$ cat config.mk
export PLATFORM = sky130hd
export DESIGN_NAME = fetch_pipeline
export DESIGN_NICKNAME = d
export VERILOG_FILES = /design/src/rtl/fetch_pipeline.sv
export SDC_FILE = /design/constraint.sdc
export NUM_CORES = 1
export LEC_CHECK = 0
export ABC_AREA = 1
export ABC_CLOCK_PERIOD_IN_PS = 5700
export CAP_MARGIN = 10
export CORE_MARGIN = 5
export CORE_UTILIZATION = 65
export DETAILED_ROUTE_END_ITERATION = 12
export DONT_BUFFER_PORTS = 1
export GPL_ROUTABILITY_DRIVEN = 0
export MAX_ROUTING_LAYER = met4
export PLACE_DENSITY_LB_ADDON = 0.1
export SLEW_MARGIN = 30
export SYNTH_ARGS = -nofsm -noshare
export SYNTH_HDL_FRONTEND = slang
export SYNTH_SLANG_ARGS = --single-unit
$ cat constraint.sdc
create_clock -name clock -period 5.7 [get_ports clock]
set_input_delay 0.57 -clock clock [delete_from_list [all_inputs] [get_ports clock]]
set_output_delay 0.57 -clock clock [all_outputs]
set_load 0.1 [all_outputs]
$ cat src/rtl/fetch_pipeline.sv
// Instruction fetch plus three pipeline-register stages feeding the branch predictor.
// Redirects on mispredicts, flushes wrong-path slots to bubbles and drains/halts on HLT.
module fetch_pipeline #(
    parameter logic [11:0] START_ADDR   = 12'h000,
    parameter logic [15:0] BUBBLE_INSTR = 16'hC0E0
) (
    input  logic        clock,
    input  logic        reset,
    input  logic        exec,
    input  logic        enable,
    output logic [11:0] imem_addr,
    input  logic [15:0] imem_rdata,
    input  logic [11:0] predict_dst,
    input  logic [11:0] branch_dst,
    input  logic        is_predict_miss,
    input  logic        miss_stage2,
    output logic [15:0] instr0,
    output logic [15:0] instr1,
    output logic [15:0] instr2,
    output logic [15:0] branch_src0,
    output logic [15:0] branch_src1,
    output logic [15:0] branch_src2,
    output logic        valid0,
    output logic        valid1,
    output logic        valid2,
    output logic        halted
);

    localparam logic [1:0] ST_IDLE   = 2'd0;
    localparam logic [1:0] ST_RUN    = 2'd1;
    localparam logic [1:0] ST_DRAIN  = 2'd2;
    localparam logic [1:0] ST_HALTED = 2'd3;

    // Stage 0 starts one below START_ADDR so a not-taken prediction fetches START_ADDR first.
    localparam logic [11:0] RESET_ADDR0 = START_ADDR - 12'd1;

    logic [1:0]  state;
    logic [1:0]  state_next;
    logic [11:0] addr0;
    logic [11:0] addr1;
    logic [11:0] addr2;
    logic [11:0] fetch_addr;
    logic        advance;
    logic        fetch_is_hlt;
    logic        stage1_is_hlt;

    assign fetch_addr    = is_predict_miss ? branch_dst : predict_dst;
    assign imem_addr     = fetch_addr;
    assign advance       = enable && ((state == ST_RUN) || (state == ST_DRAIN));
    assign fetch_is_hlt  = (imem_rdata[15:14] == 2'b11) && (imem_rdata[7:4] == 4'b1111);
    assign stage1_is_hlt = valid1 && (instr1[15:14] == 2'b11) && (instr1[7:4] == 4'b1111);

    assign branch_src0 = {4'h0, addr0};
    assign branch_src1 = {4'h0, addr1};
    assign branch_src2 = {4'h0, addr2};
    assign halted      = (state == ST_HALTED);

    always_comb begin
        state_next = state;
        case (state)
            ST_IDLE: begin
                if (exec && enable) state_next = ST_RUN;
            end
            ST_RUN: begin
                if (advance && fetch_is_hlt) state_next = ST_DRAIN;
            end
            ST_DRAIN: begin
                // A miss here means the HLT was fetched down the wrong path.
                if (advance) begin
                    if (is_predict_miss)
                        state_next = fetch_is_hlt ? ST_DRAIN : ST_RUN;
                    else if (stage1_is_hlt)
                        state_next = ST_HALTED;
                end
            end
            default: state_next = ST_HALTED;
        endcase
    end

    always_ff @(posedge clock or posedge reset) begin
        if (reset) state <= ST_IDLE;
        else       state <= state_next;
    end

    always_ff @(posedge clock or posedge reset) begin
        if (reset) begin
            instr0 <= BUBBLE_INSTR;
            instr1 <= BUBBLE_INSTR;
            instr2 <= BUBBLE_INSTR;
            addr0  <= RESET_ADDR0;
            addr1  <= 12'h000;
            addr2  <= 12'h000;
            valid0 <= 1'b0;
            valid1 <= 1'b0;
            valid2 <= 1'b0;
        end else if (advance) begin
            if (is_predict_miss) begin
                // Flushed slots keep the address of the instruction they displace.
                if (miss_stage2) begin
                    instr2 <= BUBBLE_INSTR;
                    addr2  <= addr1;
                    valid2 <= 1'b0;
                end else begin
                    instr2 <= instr1;
                    addr2  <= addr1;
                    valid2 <= valid1;
                end
                instr1 <= BUBBLE_INSTR;
                addr1  <= addr0;
                valid1 <= 1'b0;
                instr0 <= imem_rdata;
                addr0  <= fetch_addr;
                valid0 <= 1'b1;
            end else begin
                instr2 <= instr1;
                addr2  <= addr1;
                valid2 <= valid1;
                instr1 <= instr0;
                addr1  <= addr0;
                valid1 <= valid0;
                if (state == ST_DRAIN) begin
                    instr0 <= BUBBLE_INSTR;
                    valid0 <= 1'b0;
                end else begin
                    instr0 <= imem_rdata;
                    addr0  <= fetch_addr;
                    valid0 <= 1'b1;
                end
            end
        end
    end

endmodule

==> results.sh <==
export IMPL_status="finished clean"
export IMPL_period_needed_ns=2.62
export IMPL_cp_common_cell="nand2_1"
export IMPL_slew_headroom_pct=35.2
export IMPL_cts_tree="built"
export IMPL_wire_per_inst_um=17.4
export IMPL_syn_area_per_cell_um2=9.43
export IMPL_hp_class="in2async"
export IMPL_drtIter0Drc=148
export IMPL_grt_max_degree=75
export IMPL_drtAntennaViolNets=0
export IMPL_synth_top_family_by_area="simple AND/OR/NAND/NOR gates"
export IMPL_drtPass1Iterations=4
export IMPL_ctsResizeCount=0
export IMPL_synthMuxAreaShare_pct=0
export IMPL_post_dp_hpwl_um=5790
export IMPL_routed_wl_um=8330
export IMPL_antenna_found_initial=0
export IMPL_crit_chain="inv_1 -> ha_1 -> nand2_2 -> buf_4 -> inv_2 -> nand3_1 -> nand2_1 -> nand3_1 -> nand2_1 -> nand2_1"
export IMPL_htree_levels=3
export IMPL_dieWidth_um=87.0
export IMPL_mostFrequentLayoutCell="nand2_1"
export IMPL_ys_warn_count=0
export IMPL_n_antenna_cell=0
export IMPL_synth_xor_area_share_pct=0
export IMPL_tightest_slew_ns=0.971
export IMPL_synth_fa_ha_area_share_pct=1.30
export IMPL_drv_cap=0
export IMPL_synth_cell_type_count=25
export IMPL_io_pins=158
export IMPL_yosysSeqAreaShare_pct=58.6
export IMPL_synth_seq_cells=89
export IMPL_synth_compound_area_share_pct=13.1
export IMPL_start_util_pct=65.9
export IMPL_num_rows=28
export IMPL_syn_inst=409
export IMPL_cts_sinks=89
export IMPL_slew_viol_final=0
export IMPL_io_buffers=0
export IMPL_clk_path_buf_depth=2
export IMPL_grt_first_pass_wirelength_um=13100
export IMPL_arrival_ns=2.90
export IMPL_nets=449
export IMPL_netlist_area_leader_share_pct=40.2
export IMPL_clkTransAtPathRegs_ns=0.09
export IMPL_route_detailed_drc=0
export IMPL_timing_fmax_mhz=382
export IMPL_core_area_um2=5850
export IMPL_cts_hold_buffers=0
export IMPL_fin_skew_ns=0.0104
export IMPL_final_cell_mix="nand2_1, dfrtp_1, o21ai_0, inv_1, dfstp_2"
export IMPL_tns_ns=0
export IMPL_cp_required_ns=5.98
export IMPL_slowest_stage="buf_4"
export IMPL_syn_area_um2=3860
export IMPL_n_fill_cell=453
export IMPL_vias=2701
export IMPL_vias_per_cell=5.64
export IMPL_synth_area_leaders="dfrtp_1, dfstp_2, nand2_1"
export IMPL_end_kind="flop"
export IMPL_synth_area_leader_cell="dfrtp_1"
export IMPL_rsz0062_at_grt="false"
export IMPL_synth_simple_area_share_pct=17.0
export IMPL_post_cts_buffers=0
export IMPL_crit_path_start_kind="flop"
export IMPL_path_class="reg2reg"
export IMPL_crit_fanout=74
export IMPL_setup_viol=0
export IMPL_grt_overflow_total=0
export IMPL_area_growth_pct=3.99
export IMPL_cts_root_buf="clkbuf_8"
export IMPL_die_area_um2=7570
export IMPL_hold_viol=0
export IMPL_slowest_delay_ns=0.56
export IMPL_drive_gt1_share_pct=12.9
export IMPL_clock_latency_ns=0.35
export IMPL_cts_buffers_inserted=9
export IMPL_min_period_over_period_pct=45.9
export IMPL_grt_pass1_vias=2633
export IMPL_die_height_um=87.0
export IMPL_grtUsageTotal_pct=23.2
-- stage by stage --
step | instance area, um2 | cells | hold slack (ns) | setup slack [ns] | util (%)
after floorplan | 3900 | 420 | 0.491 | 2.87 | -
after global placement | 3780 | 463 | 0.509 | 3.17 | 64.6
after detailed placement | 3780 | 463 | 0.525 | 3.11 | 64.6
after CTS | 4010 | 479 | 0.186 | 3.09 | 68.5
after global routing | 4010 | 479 | 0.194 | 2.79 | 68.5
final | 4010 | 479 | 0.168 | 3.08 | 68.5
-- cell type report --
cell class	instances	area (um2)	area share, %
flip-flops and latches	89	2260	56.4
clock buffers	12	155	3.87
clock inverters	4	73.8	1.84
well taps	75	93.8	2.34
repair buffers	2	15.0	0.374
multi-input cells	257	1260	31.4
inverters	40	151	3.78
-- path summary, 6_finish.rpt --
path	startpoint	cells after the start	to	slack [ns]
setup / recovery	state[0]$_DFFE_PP0P_	10	state[1]$_DFFE_PP0P_	3.08
hold / removal	reset	1	addr2[0]$_DFFE_PP0P_	0.17
setup reg to reg	state[0]$_DFFE_PP0P_	10	state[1]$_DFFE_PP0P_	3.08
hold reg to reg	state[0]$_DFFE_PP0P_	2	state[0]$_DFFE_PP0P_	0.54
max in group asynchronous	reset	2	valid0$_DFFE_PP0P_	4.50
min in group clock	imem_rdata[12]	1	instr0[12]$_DFFE_PP0P_	0.35
-- worst max-delay path: cells and delay by family (launching register included) --
family / cells / cell delay, ns
and+or+nand+nor: 6 / 0.60
DFF: 1 / 0.40
buffers and inverters: 3 / 1.18
adders and majority gates: 1 / 0.30
-- cell usage after synthesis --
cell type  instances
nor2_1             8
inv_2              2
inv_1             38
nor3_1             2
buf_2             11
o31ai_1           12
clkbuf_1           4
o22a_1             5
conb_1             1
dfrtp_1           62
a21oi_1            1
nand2_1          130
o21bai_1           1
a22o_1            11
nor2_8             1
buf_4             14
o21ai_0           45
buf_6              5
nand2_4            1
nand3_1           17
a31oi_1            5
dfstp_2           27
o21ai_1            1
ha_1               4
nor2_4             1
-- sequential cells by signal, indices dropped and copies added, names as in the netlist --
signal	flops
addr0	12
addr1	12
addr2	12
instr0	16
instr1	16
instr2	16
state	2
valid0	1
valid1	1
valid2	1
-- routing by layer --
metal  routed length (um)  share of wire, %  vias up  track usage [%]
li1                     -                 -     1280                -
met4                  189               2.3        0             9.21
met2                 4040                49      117             34.7
met1                 3200                38     1289             29.0
met5                    0                 0        -                -
met3                  893                11       15             8.33
-- cells by family after synthesis --
family,count (synthesis)
AO/OA/AOI/OAI,81
adder cells (fa/ha/maj),4
buffers and inverters,74
flip-flops,89
other,1
AND/OR/NAND/NOR,160
Power is left out: the tool's default activity adds up to more than one toggle a clock period on the data nets, which glitch-free logic cannot reach.
